[src/rtl/uart_kbd_led_ctrl.sv]
// UART command receiver: decodes "L<hex>" + CR/LF into the keyboard LED nibble
// and a one-cycle update strobe for the USB HID host, all in the usbclk domain.
module uart_kbd_led_ctrl #(
    parameter int CLK_HZ = 12000000,
    parameter int BAUD   = 115200
) (
    input  logic       usbclk,
    input  logic       usbrst_n,
    input  logic       uart_rx,
    output logic [3:0] leds,
    output logic       update_leds_stb,
    output logic       frame_err,
    output logic       cmd_err
);

    localparam int DIV  = (CLK_HZ + BAUD / 2) / BAUD;
    localparam int HALF = DIV / 2;
    localparam int CW   = $clog2(DIV);
    localparam logic [CW-1:0] HALF_M1 = CW'(HALF - 1);
    localparam logic [CW-1:0] DIV_M1  = CW'(DIV - 1);

    typedef enum logic [2:0] {R_IDLE, R_START, R_DATA, R_STOP, R_BREAK} rx_state_t;
    typedef enum logic [1:0] {P_IDLE, P_GOT_L, P_GOT_HEX} p_state_t;

    logic          rx_meta, rxs;
    rx_state_t     rx_state, rx_next;
    logic [CW-1:0] cnt;
    logic [2:0]    bit_idx;
    logic [7:0]    rx_byte;
    logic          byte_vld;
    logic          tick, load_half, load_div, data_smp, stop_ok, stop_bad;

    p_state_t      p_state, p_next;
    logic [3:0]    nib;
    logic [4:0]    hex;
    logic          is_l, is_eol, nib_ld, upd_d, err_d;

    // The line idles high, so the synchronizer resets to 1 to avoid a false start bit.
    always_ff @(posedge usbclk or negedge usbrst_n) begin
        if (!usbrst_n) begin
            rx_meta <= 1'b1;
            rxs     <= 1'b1;
        end else begin
            // NOTE: sequential state always uses non-blocking assignments so every
            // flop samples pre-edge values regardless of statement order.
            rx_meta <= uart_rx;
            rxs     <= rx_meta;
        end
    end

    assign tick = (cnt == '0);

    always_ff @(posedge usbclk or negedge usbrst_n) begin
        if (!usbrst_n) rx_state <= R_IDLE;
        else           rx_state <= rx_next;
    end

    always_comb begin
        // NOTE: default first, so no path through the case leaves rx_next unassigned
        // and no latch is inferred.
        rx_next = rx_state;
        case (rx_state)
            R_IDLE:  if (!rxs) rx_next = R_START;
            R_START: if (tick) rx_next = rxs ? R_IDLE : R_DATA;
            R_DATA:  if (tick && bit_idx == 3'd7) rx_next = R_STOP;
            R_STOP:  if (tick) rx_next = rxs ? R_IDLE : R_BREAK;
            R_BREAK: if (rxs) rx_next = R_IDLE;
            default: rx_next = R_IDLE;
        endcase
    end

    always_comb begin
        load_half = (rx_state == R_IDLE) && !rxs;
        data_smp  = (rx_state == R_DATA) && tick;
        load_div  = ((rx_state == R_START) && tick && !rxs) || data_smp;
        stop_ok   = (rx_state == R_STOP) && tick && rxs;
        stop_bad  = (rx_state == R_STOP) && tick && !rxs;
    end

    // Baud counter reloads on each sample; it parks at zero while idle or in a break.
    always_ff @(posedge usbclk or negedge usbrst_n) begin
        if (!usbrst_n) begin
            cnt       <= '0;
            bit_idx   <= 3'd0;
            rx_byte   <= 8'h00;
            byte_vld  <= 1'b0;
            frame_err <= 1'b0;
        end else begin
            if (load_half)     cnt <= HALF_M1;
            else if (load_div) cnt <= DIV_M1;
            else if (!tick)    cnt <= cnt - 1'b1;

            if (rx_state == R_START) bit_idx <= 3'd0;
            else if (data_smp)       bit_idx <= bit_idx + 3'd1;

            if (data_smp) rx_byte <= {rxs, rx_byte[7:1]};

            byte_vld  <= stop_ok;
            frame_err <= stop_bad;
        end
    end

    function automatic logic [4:0] hex_decode(input logic [7:0] c);
        hex_decode = 5'b0_0000;
        if (c >= 8'h30 && c <= 8'h39)
            hex_decode = {1'b1, c[3:0]};
        else if ((c >= 8'h41 && c <= 8'h46) || (c >= 8'h61 && c <= 8'h66))
            hex_decode = {1'b1, c[3:0] + 4'd9};
    endfunction

    assign hex    = hex_decode(rx_byte);
    assign is_l   = (rx_byte == 8'h4C) || (rx_byte == 8'h6C);
    assign is_eol = (rx_byte == 8'h0D) || (rx_byte == 8'h0A);

    always_ff @(posedge usbclk or negedge usbrst_n) begin
        if (!usbrst_n) p_state <= P_IDLE;
        else           p_state <= p_next;
    end

    // A framing error abandons any half-parsed command.
    always_comb begin
        p_next = p_state;
        if (frame_err) begin
            p_next = P_IDLE;
        end else if (byte_vld) begin
            case (p_state)
                P_IDLE:    if (is_l) p_next = P_GOT_L;
                P_GOT_L:   p_next = hex[4] ? P_GOT_HEX : P_IDLE;
                P_GOT_HEX: p_next = P_IDLE;
                default:   p_next = P_IDLE;
            endcase
        end
    end

    always_comb begin
        nib_ld = 1'b0;
        upd_d  = 1'b0;
        err_d  = 1'b0;
        if (byte_vld && !frame_err) begin
            case (p_state)
                P_IDLE:    err_d = !is_l && !is_eol;
                P_GOT_L:   begin nib_ld = hex[4]; err_d = !hex[4]; end
                P_GOT_HEX: begin upd_d = is_eol; err_d = !is_eol; end
                default:   err_d = 1'b0;
            endcase
        end
    end

    always_ff @(posedge usbclk or negedge usbrst_n) begin
        if (!usbrst_n) begin
            nib             <= 4'h0;
            leds            <= 4'h0;
            update_leds_stb <= 1'b0;
            cmd_err         <= 1'b0;
        end else begin
            if (nib_ld) nib  <= hex[3:0];
            if (upd_d)  leds <= nib;
            update_leds_stb <= upd_d;
            cmd_err         <= err_d;
        end
    end

endmodule
[config.mk]
export PLATFORM = sky130hd
export DESIGN_NAME = uart_kbd_led_ctrl
export DESIGN_NICKNAME = d
export VERILOG_FILES = /design/src/rtl/uart_kbd_led_ctrl.sv
export SDC_FILE = /design/constraint.sdc
export NUM_CORES = 1
export LEC_CHECK = 0
export ABC_AREA = 1
export BUFFER_PORTS_ARGS = -buffer_cell sky130_fd_sc_hd__buf_2
export CAP_MARGIN = 10
export CORE_UTILIZATION = 50
export CTS_CLUSTER_DIAMETER = 150
export DETAILED_ROUTE_END_ITERATION = 16
export PLACE_DENSITY = 0.78
export SLEW_MARGIN = 40
export SYNTH_ARGS = -nofsm -noshare
export SYNTH_HDL_FRONTEND = slang
export SYNTH_SLANG_ARGS = --single-unit
[constraint.sdc]
create_clock -name usbclk -period 2.8 [get_ports usbclk]
set_input_delay 0.28 -clock usbclk [delete_from_list [all_inputs] [get_ports usbclk]]
set_output_delay 0.28 -clock usbclk [all_outputs]
set_load 0.005 [all_outputs]
==> flow_metrics.tcl <==
set metrics [dict create \
    placed_area_um2 2049 \
    post-place-ws_ns 1.125 \
    post-route-drc-count 0 \
    gp_congestion 0.8961 \
    fin_hold_ws_ns 0.08042 \
    min_period_ns 1.692 \
    timing.final.crit_share 0.6044 \
    status "finished, final reports clean" \
    cts-htree-levels 2 \
    ys.flop_type "dfrtp_1" \
    ir_drop_mv 0.3542 \
    critPathLaunchType "register" \
    drive_gt1_frac 0.1779 \
    ys_warn_count 0 \
    syn2layout_area_growth_pct 11.43 \
    end_kind "register" \
    cts_made_buffers 5 \
    clkTransAtPathRegs_ns 0.08 \
    dpl.hpwl_um 2470 \
    cts_root_buffer "clkbuf_8" \
    wire_per_inst_um 11.42 \
    clk_latency_ns 0.30 \
    cp_top_family "simple AND/OR/NAND/NOR gates" \
    skew_ns 0.008328 \
    crit_path_top_delay_cell "dfrtp_1" \
    pwr-share-clk 0.498 \
    mostFrequentLayoutCell "nand2_1" \
    fmax_mhz 590.9 \
    postSynthCellCount 238 \
    drt_iter0_markers 85 \
    cts_max_path_buffers 2 \
    cts.sinks 37 \
    grt_max_degree 38 \
    grt.total_usage 0.1918 \
    nFillCells 337 \
    layout.nets 262 \
    rsz0062_at_grt "no" \
    power.internal_w 0.0008935 \
    critical-path-max-stage-delay_ns 0.38 \
    synthArstFlopShare 1.000 \
    slew_headroom 0.7007 \
    seq_power_share 0.489 \
    synth-edff-count 0 \
    grt_pass1_wl_um 6051 \
    pin_count 10 \
    path_cells "inv_1 > ha_1 > nand2_2 > nor2_4 > nand2_4 > nor2_4 > a21oi_4 > nand2_1 > nand2_1" \
    critPathBufInv 1 \
    cap_violations 0 \
    worstSetupPathType "reg2reg" \
    routed_via_density 4.993 \
    layout_common_cells "nand2_1 (66), dfrtp_1 (35), inv_1 (25), nand3_1 (24), nor2_1 (19)" \
    diodes 0 \
    cts_tree "done" \
    hold_viol_final 0 \
    syn_area_um2 1971 \
    syn_area_per_cell_um2 8.280 \
    detail-route-antenna-nets 0 \
    p_comb_frac 0.013 \
    synth_nets 248 \
    cellLeakagePower_nw 1.170 \
    coreArea_um2 3716 \
    vias 1503 \
    yosysSeqAreaShare 0.4711 \
    grt_pass1_vias 1384 \
    tightestPinTransition_ns 0.4489 \
    setup_ws_ns 1.108 \
    ys_types 31 \
    start_util 0.5303 \
    routed_wl_um 3436 \
    yosys_register_bits 37 \
    worstPathArrival_ns 1.88 \
    slew_violations 0 \
    antenna_found_initial 0 \
    swShare 0.1898 \
    row_count 22 \
    die_h_um 64.78 \
    setup_tns_ns 0 \
    port_buffers 9 \
    ctsResizeCount 0 \
    grt.overflow.total 0 \
    setup_violations 0 \
    final_cell_area_um2 2196 \
    dieArea_um2 4196 \
    crit_fanout 20 \
    dieWidth_um 64.78 \
    holdCritPathClass "in2reg" \
    p_per_area_nw_per_um2 502.3 \
    crit_required_ns 2.99 \
    drt-pass1-iter-count 4 \
    power.switching_w 0.0002094 \
]
timing repair:
| action | in CTS | in global routing |
|---|---|---|
| buffers inserted | 0 | 0 |
| endpoints found under the hold margin | 0 | 35 |
| hold buffers | 0 | 1 |
cells by family after synthesis:
| family | after synthesis | share of synthesized area |
|---|---|---|
| and+or+nand+nor | 135 | 0.3295 |
| buffers and inverters | 33 | 0.07174 |
| adders and majority gates | 7 | 0.04444 |
| DFF | 37 | 0.4711 |
| AOI/OAI and AO/OA | 22 | 0.06540 |
| xor gates and xnor gates | 4 | 0.01778 |
path summary, 6_finish.rpt:
path / slack, ns / endpoint / start / depth (start not counted)
max in group asynchronous: 1.97 / rx_meta$_DFF_PN1_ / usbrst_n / 2
setup / recovery: 1.11 / bit_idx[1]$_DFFE_PN0P_ / cnt[0]$_DFFE_PN0P_ / 9
setup reg to reg: 1.11 / bit_idx[1]$_DFFE_PN0P_ / cnt[0]$_DFFE_PN0P_ / 9
hold reg to reg: 0.36 / rxs$_DFF_PN1_ / rx_meta$_DFF_PN1_ / 0
min in group asynchronous: 0.47 / cnt[1]$_DFFE_PN0P_ / usbrst_n / 2
hold / removal: 0.08 / rx_meta$_DFF_PN1_ / uart_rx / 1
flip-flops by register name (all words and copies together), names as in the netlist:
register / flops
frame_err: 1
update_leds_stb: 1
bit_idx: 3
rx_byte: 8
nib: 4
p_state: 2
leds: 4
byte_vld: 1
cnt: 7
rx_state: 3
rxs: 1
rx_meta: 1
cmd_err: 1
power by group through the flow:
| stage | clock network, W | registers (W) | logic, W |
|---|---|---|---|
| 2_1_floorplan | 0 | 0.000548 | 0.00000163 |
| 3_3_place_gp | 0 | 0.000549 | 0.0000139 |
| 3_5_place_dp | 0 | 0.000549 | 0.0000141 |
| 4_1_cts | 0.000562 | 0.000539 | 0.0000140 |
| 5_1_grt | 0.000586 | 0.000539 | 0.0000175 |
| 6_report | 0.000550 | 0.000539 | 0.0000144 |
synth_stat cells, types with 2 or more instances:
cell | n | area (um2)
nand3_1 | 24 | 120.1
nor2_4 | 3 | 33.78
a21oi_1 | 4 | 20.02
nand2_2 | 4 | 25.02
buf_4 | 2 | 15.01
nand2_1 | 66 | 247.7
o21ai_0 | 13 | 65.06
dfrtp_1 | 35 | 875.8
inv_1 | 25 | 93.84
nor3_1 | 3 | 15.01
ha_1 | 7 | 87.58
dfstp_2 | 2 | 52.55
nor2_1 | 19 | 71.32
nand2_4 | 3 | 33.78
inv_2 | 4 | 15.01
nor2_2 | 6 | 37.54
xor2_1 | 3 | 26.28
nand4_1 | 2 | 12.51
layer usage:
layer  vias up  wire, um  GRT usage
met5         -         0          0
met4         0        42     0.1056
met3         5       180    0.04754
met2        27      1442     0.2643
met1       686      1770     0.2728
li1        785         -          -
area by class of cell:
class / count / area (um2) / area share
clock inverter: 3 / 65.06 / 0.02963
sequential: 37 / 928.4 / 0.4228
clock buffer: 5 / 68.82 / 0.03134
tap: 48 / 60.06 / 0.02735
timing repair buffer: 10 / 57.56 / 0.02621
multi-input combinational: 168 / 900.9 / 0.4103
inverter: 30 / 115.1 / 0.05242
through the flow:
step | std cells | util | total power [W]
3_5_place_dp | 292 | 0.5515 | 0.0005631
2_1_floorplan | 238 | - | 0.0005501
3_3_place_gp | 292 | 0.5515 | 0.0005630
4_1_cts | 300 | 0.5875 | 0.001114
5_1_grt | 301 | 0.5909 | 0.001142
6_report | 301 | 0.5909 | 0.001103
worst reg2reg max path, delay by kind of cell, from the launching register on:
| family | cells | cell delay, ns |
|---|---|---|
| DFF | 1 | 0.38 |
| buffers and inverters | 1 | 0.11 |
| and+or+nand+nor | 6 | 0.80 |
| AOI/OAI and AO/OA | 1 | 0.06 |
| adders and majority gates | 1 | 0.22 |
Power figures use the tool's default switching activity.
